--- src/rtl/float_to_int.sv ---
// float_to_int: three-stage pipelined converter from {s, e, f} float to signed integer.
// Define FLOAT_TO_INT_ROUND_EN for round-to-nearest-even; otherwise truncates toward zero.
module float_to_int #(
  parameter int               E_bit = 8,
  parameter int               F_bit = 23,
  parameter int               I_bit = 32,
  parameter logic [E_bit-1:0] E_ref = {1'b0, {(E_bit-1){1'b1}}},
  parameter logic [E_bit-1:0] E_max = {E_bit{1'b1}}
) (
  input  logic                 clk,
  input  logic                 rst,
  input  logic                 in_valid,
  output logic                 in_ready,
  input  logic [E_bit+F_bit:0] in_data,
  output logic                 out_valid,
  input  logic                 out_ready,
  output logic [I_bit-1:0]     out_data,
  output logic                 out_ovf,
  output logic                 out_inv
);

  localparam int XW = E_bit + 1;
  localparam int MW = (I_bit > F_bit + 1) ? I_bit : F_bit + 1;
  localparam logic signed [XW-1:0] X_BIG   = XW'(I_bit - 1);
  localparam logic signed [XW-1:0] X_FRC   = XW'(F_bit);
  localparam logic [I_bit-1:0]     INT_MAX = {1'b0, {(I_bit-1){1'b1}}};
  localparam logic [I_bit-1:0]     INT_MIN = {1'b1, {(I_bit-1){1'b0}}};

  typedef enum logic [2:0] {
    CLS_ZERO,
    CLS_FRAC,
    CLS_NORM,
    CLS_BIG,
    CLS_INF,
    CLS_NAN
  } cls_t;

  logic adv;
  logic out_valid_reg;

  // Global stall: every stage advances only when the output slot frees up.
  assign adv       = !out_valid_reg || out_ready;
  assign in_ready  = adv;
  assign out_valid = out_valid_reg;

  // ---------------- S0: decode / classify ----------------
  logic                 sgn_in;
  logic [E_bit-1:0]     exp_in;
  logic [F_bit-1:0]     frac_in;
  logic signed [XW-1:0] x_next;
  logic                 exact_min0_next;
  cls_t                 cls0_next;

  assign sgn_in          = in_data[E_bit+F_bit];
  assign exp_in          = in_data[E_bit+F_bit-1:F_bit];
  assign frac_in         = in_data[F_bit-1:0];
  assign x_next          = $signed({1'b0, exp_in}) - $signed({1'b0, E_ref});
  assign exact_min0_next = sgn_in && (x_next == X_BIG) && (frac_in == '0);

  always_comb begin
    cls0_next = CLS_NORM;
    if (exp_in == '0) begin
      cls0_next = CLS_ZERO;
    end else if (exp_in == E_max) begin
      cls0_next = (frac_in != '0) ? CLS_NAN : CLS_INF;
    end else if (x_next >= X_BIG) begin
      cls0_next = CLS_BIG;
    end else if (x_next[XW-1]) begin
      cls0_next = CLS_FRAC;
    end
  end

  logic                 v0_reg;
  cls_t                 cls0_reg;
  logic                 sgn0_reg;
  logic signed [XW-1:0] x0_reg;
  logic [F_bit:0]       man0_reg;
  logic                 exact_min0_reg;

  always_ff @(posedge clk) begin
    if (rst) begin
      v0_reg         <= 1'b0;
      cls0_reg       <= CLS_ZERO;
      sgn0_reg       <= 1'b0;
      x0_reg         <= '0;
      man0_reg       <= '0;
      exact_min0_reg <= 1'b0;
    end else if (adv) begin
      v0_reg         <= in_valid;
      cls0_reg       <= cls0_next;
      sgn0_reg       <= sgn_in;
      x0_reg         <= x_next;
      man0_reg       <= {1'b1, frac_in};
      exact_min0_reg <= exact_min0_next;
    end
  end

  // ---------------- S1: align ----------------
  logic [XW-1:0]    rsh;
  logic [XW-1:0]    lsh;
  logic [MW-1:0]    lmag_w;
  logic [F_bit:0]   rmag;
  logic [I_bit-1:0] mag1_next;

  // Out-of-range shift amounts wrap to large values and shift everything out.
  assign rsh    = X_FRC - x0_reg;
  assign lsh    = x0_reg - X_FRC;
  assign lmag_w = MW'(man0_reg) << lsh;

`ifdef FLOAT_TO_INT_ROUND_EN
  localparam int SW = 2 * F_bit + 2;
  logic [SW-1:0] rsh_w;
  logic          guard1_next;
  logic          sticky1_next;

  // Extra zero bits below the mantissa catch the dropped bits; x == -1 falls out naturally.
  assign rsh_w        = {man0_reg, {(F_bit+1){1'b0}}} >> rsh;
  assign rmag         = rsh_w[SW-1:F_bit+1];
  assign guard1_next  = rsh_w[F_bit];
  assign sticky1_next = |rsh_w[F_bit-1:0];
`else
  assign rmag = man0_reg >> rsh;
`endif

  assign mag1_next = (x0_reg >= X_FRC) ? I_bit'(lmag_w) : I_bit'(MW'(rmag));

  logic             v1_reg;
  cls_t             cls1_reg;
  logic             sgn1_reg;
  logic [I_bit-1:0] mag1_reg;
  logic             exact_min1_reg;
`ifdef FLOAT_TO_INT_ROUND_EN
  logic             guard1_reg;
  logic             sticky1_reg;
`endif

  always_ff @(posedge clk) begin
    if (rst) begin
      v1_reg         <= 1'b0;
      cls1_reg       <= CLS_ZERO;
      sgn1_reg       <= 1'b0;
      mag1_reg       <= '0;
      exact_min1_reg <= 1'b0;
`ifdef FLOAT_TO_INT_ROUND_EN
      guard1_reg     <= 1'b0;
      sticky1_reg    <= 1'b0;
`endif
    end else if (adv) begin
      v1_reg         <= v0_reg;
      cls1_reg       <= cls0_reg;
      sgn1_reg       <= sgn0_reg;
      mag1_reg       <= mag1_next;
      exact_min1_reg <= exact_min0_reg;
`ifdef FLOAT_TO_INT_ROUND_EN
      guard1_reg     <= guard1_next;
      sticky1_reg    <= sticky1_next;
`endif
    end
  end

  // ---------------- S2: round / sign / saturate ----------------
  logic [I_bit-1:0] data2_next;
  logic             ovf2_next;
  logic             inv2_next;

`ifdef FLOAT_TO_INT_ROUND_EN
  logic             round_inc;
  logic [I_bit-1:0] mag_rnd;

  assign round_inc = guard1_reg & (sticky1_reg | mag1_reg[0]);
  assign mag_rnd   = mag1_reg + I_bit'(round_inc);
`endif

  always_comb begin
    data2_next = '0;
    ovf2_next  = 1'b0;
    inv2_next  = 1'b0;
    case (cls1_reg)
`ifdef FLOAT_TO_INT_ROUND_EN
      CLS_NORM, CLS_FRAC: begin
        // Rounding up to 2^(I_bit-1) is only representable when negative.
        if (mag_rnd[I_bit-1] && !sgn1_reg) begin
          data2_next = INT_MAX;
          ovf2_next  = 1'b1;
        end else begin
          data2_next = sgn1_reg ? ('0 - mag_rnd) : mag_rnd;
        end
      end
`else
      CLS_NORM: data2_next = sgn1_reg ? ('0 - mag1_reg) : mag1_reg;
`endif
      CLS_BIG: begin
        if (exact_min1_reg) begin
          data2_next = INT_MIN;
        end else begin
          data2_next = sgn1_reg ? INT_MIN : INT_MAX;
          ovf2_next  = 1'b1;
        end
      end
      CLS_INF: begin
        data2_next = sgn1_reg ? INT_MIN : INT_MAX;
        ovf2_next  = 1'b1;
      end
      CLS_NAN: inv2_next = 1'b1;
      default: ;
    endcase
  end

  logic [I_bit-1:0] out_data_reg;
  logic             out_ovf_reg;
  logic             out_inv_reg;

  always_ff @(posedge clk) begin
    if (rst) begin
      out_valid_reg <= 1'b0;
      out_data_reg  <= '0;
      out_ovf_reg   <= 1'b0;
      out_inv_reg   <= 1'b0;
    end else if (adv) begin
      out_valid_reg <= v1_reg;
      out_data_reg  <= data2_next;
      out_ovf_reg   <= ovf2_next;
      out_inv_reg   <= inv2_next;
    end
  end

  assign out_data = out_data_reg;
  assign out_ovf  = out_ovf_reg;
  assign out_inv  = out_inv_reg;

endmodule

--- config.mk ---
export PLATFORM = sky130hd
export DESIGN_NAME = float_to_int
export DESIGN_NICKNAME = d
export VERILOG_FILES = /design/src/rtl/float_to_int.sv
export SDC_FILE = /design/constraint.sdc
export NUM_CORES = 1
export LEC_CHECK = 0
export ABC_AREA = 1
export BUFFER_PORTS_ARGS = -buffer_cell sky130_fd_sc_hd__buf_2
export CORE_MARGIN = 3
export CORE_UTILIZATION = 45
export DETAILED_ROUTE_END_ITERATION = 10
export PLACE_DENSITY_LB_ADDON = 0.2
export SKIP_LAST_GASP = 1
export SYNTH_ARGS = -nofsm -noshare
export SYNTH_HDL_FRONTEND = slang
export SYNTH_SLANG_ARGS = --single-unit
export TNS_END_PERCENT = 30
--- constraint.sdc ---
create_clock -name clk -period 4.3 [get_ports clk]
set_clock_uncertainty 0.05 [all_clocks]
set_input_delay 0.645 -clock clk [delete_from_list [all_inputs] [get_ports clk]]
set_output_delay 0.645 -clock clk [all_outputs]
set_load 0.005 [all_outputs]
==> impl_metrics.tcl <==
set metrics [dict create \
    gp_congestion 0.985 \
    fillers 1991 \
    rsz0062_at_grt "no" \
    grt_start_max_net_pins 66 \
    relSlewSlack 0.497 \
    fmax_ghz 0.318 \
    overflow 0 \
    route.detailed.wl_per_inst_microns 16.2 \
    p_seq_frac 0.382 \
    drt_iter0_drc 1116 \
    endpoint_kind "flop" \
    synth_ff_type "dfxtp_1" \
    portBuffers 71 \
    num_vias 9720 \
    critPathMostFrequentCell "nand2_1" \
    die_area_sq_mm 0.0206 \
    setup_violations 0 \
    grtUsageMet2 0.408 \
    grt_pass1_wl_microns 43700 \
    synth.avg_cell_area_sq_um 5.99 \
    clk_pin_slew_ns 0.08 \
    period_minus_slack_ns 3.14 \
    worst_slew_pin_slew_ns 0.750 \
    power.density_mw_per_mm2 334 \
    whs_path_depth 2 \
    ys_warn_count 0 \
    synthesis.nets 1463 \
    power.leakage_nw 3.95 \
    status "completed" \
    p_sw_mw 1.22 \
    ys_seq_elements 112 \
    pwr-share-clk 0.278 \
    grt_pass1_vias 8648 \
    async_flop_share 0 \
    drtPass1Iterations 6 \
    hold_path.class "reg2reg" \
    cts_resized 0 \
    grt_use_met1 0.368 \
    wl_microns 26800 \
    synthTopCellsByArea "dfxtp_1, nand3_1, nand2_1, a21oi_1, o21ai_0" \
    htreeDepth 3 \
    numCtsBuffers 9 \
    cts_max_path_buffers 2 \
    start_util 0.465 \
    path_max_fanout 38 \
    die_h_microns 143 \
    power.internal_mw 1.83 \
    cts-root-buf "clkbuf_16" \
    row_count 49 \
    drive_above_1_share 0.112 \
    drc 0 \
    reg2reg_slack_ns 1.16 \
    synth_top_area_share 0.264 \
    yosys.area.top_type "dfxtp_1" \
    path_cells "nand2_1 > nand2_1 > nand2_1 > nand3_1 > nand2_1 > inv_2 > nand2_4 > a21oi_1 > nand2_1 > nand3_2 > nand3_1 > a21oi_1 > nand2_1 > a21oi_1" \
    slew_violations 0 \
    yosysSeqAreaShare 0.264 \
    cp.required_ns 4.54 \
    fin_nets 1466 \
    synth_edf_count 0 \
    grt_use_met3 0.0383 \
    io_pins 72 \
    cts_tree "done" \
    ys_types 46 \
    timing.rr.end "mag1_reg[22]" \
    clock-sinks 112 \
    reg2reg_from "x0_reg[2]" \
    hold_buffers 0 \
    synthCells 1419 \
    reg2reg_depth 14 \
    maxCapViolCount 0 \
    hold_viol 0 \
    ant_nets 0 \
    cts_setup_buffers 0 \
    swShare 0.401 \
    power_mw 3.05 \
    cp.buffers_inverters 1 \
    vdd_ir_drop_max_mv 0.206 \
    dp_hpwl_microns 19700 \
    die_w_microns 143 \
    crit_slowest_cell "dfxtp_1" \
    top_usage_layer "met2" \
    vias_per_cell 5.87 \
    finalCritPeriodShare 0.731 \
    diodes 0 \
    clk_latency_ns 0.37 \
    antenna_found_initial 0 \
    combPwrFrac 0.341 \
    crit_path_max_incr_delay_ns 0.67 \
    hold_end "v1_reg" \
    area_delta_synth_final_pct 7.34 \
    core_sq_mm 0.0183 \
    finalSetupTns_ns 0 \
    cp-start-kind "flop" \
    hp-start "v1_reg" \
    crit_type "reg2reg" \
    crit_family "simple AND/OR/NAND/NOR gates" \
    crit_arrival_ns 3.38 \
    synth_area_sq_mm 0.00850 \
    grtUsageTotal 0.261 \
]
## final cells by class
type	instances	area, sq um	area share
clock buffers	11	243	0.0266
clock inverters	5	46.3	0.00507
inverters	87	327	0.0358
multi-input cells	1122	5480	0.601
flip-flops and latches	112	2240	0.246
well taps	229	287	0.0314
repair buffers	90	498	0.0546
## power by group through the flow
stage | sequential [mW] | combinational (mW) | clock, mW
floorplan | 1.16 | 0.794 | 0
global placement | 1.18 | 1.01 | 0
detailed placement | 1.18 | 1.01 | 0
CTS | 1.16 | 1.02 | 0.866
global route | 1.17 | 1.17 | 0.907
finish | 1.16 | 1.04 | 0.846
## cells by family (layout without fill, tap and decap cells)
kind of cell,Yosys count,count (layout),share of synthesized area
buffers and inverters,185,193,0.0921
AOI/OAI and AO/OA,272,272,0.168
and+or+nand+nor,831,831,0.452
DFF,112,112,0.264
xor gates and xnor gates,11,11,0.0122
adders and majority gates,8,8,0.0118
## cell usage in the layout (no fill, tap or decap), types with 8 or more instances in the layout
cell type	instances
nor3_1	21
nand4_2	10
buf_2	71
dfxtp_1	112
a21oi_1	120
a31oi_1	9
o21ai_0	114
inv_2	12
nand2_1	324
o21ai_1	10
nand3_1	283
inv_1	72
nand4_1	37
buf_4	19
clkbuf_16	9
ha_1	8
nor2_1	116
## through the flow
step / util / hold slack [ns] / cell area [sq um] / instances / worst slack [ns]
floorplan: - / 0.380 / 8500 / 1419 / 1.97
global placement: 0.484 / 0.392 / 8840 / 1640 / 1.33
detailed placement: 0.484 / 0.399 / 8840 / 1640 / 1.29
CTS: 0.499 / 0.410 / 9130 / 1656 / 1.24
global route: 0.499 / 0.427 / 9130 / 1656 / 0.888
finish: 0.499 / 0.410 / 9130 / 1656 / 1.16
## how the worst max path moves through the flow
stage | startpoint | end | slack [ns] | cells after the start
2_1_floorplan | x0_reg[3] | mag1_reg[20] | 1.97 | 18
3_3_place_gp | x0_reg[3] | mag1_reg[26] | 1.33 | 15
3_5_place_dp | x0_reg[0] | mag1_reg[28] | 1.29 | 14
4_1_cts | x0_reg[2] | mag1_reg[22] | 1.24 | 14
5_1_grt | x0_reg[0] | mag1_reg[30] | 0.89 | 14
6_report | x0_reg[2] | mag1_reg[22] | 1.16 | 14
## cell usage after synthesis (4+ instances only)
cell type and instances:
a21oi_1 120, ha_1 8, buf_1 20, o21ai_1 10, buf_6 7, nor4_1 6, nand4_2 10, nor2_1 117
o21ai_0 114, buf_2 14, nor3_1 21, clkbuf_1 54, inv_1 73, a31oi_1 9, a21oi_2 4, nor2_2 6
nand4_1 37, nand2_2 7, inv_2 11, dfxtp_1 112, o211ai_1 5, xor2_1 7, nand3_1 283, nand2_1 324
## metal layers
layer / wire length (microns) / part of all wire
met5: 0 / 0
met4: 809 / 0.030
met3: 1820 / 0.068
met1: 12300 / 0.46
met2: 11900 / 0.44
## worst reg2reg max path: cells and delay by family (launching register included)
kind,cells,cell delay [ns]
compound gates,3,0.65
buf+inv,1,0.54
flops,1,0.67
simple gates,10,1.18
No activity file was read; power rests on OpenSTA's default activity.
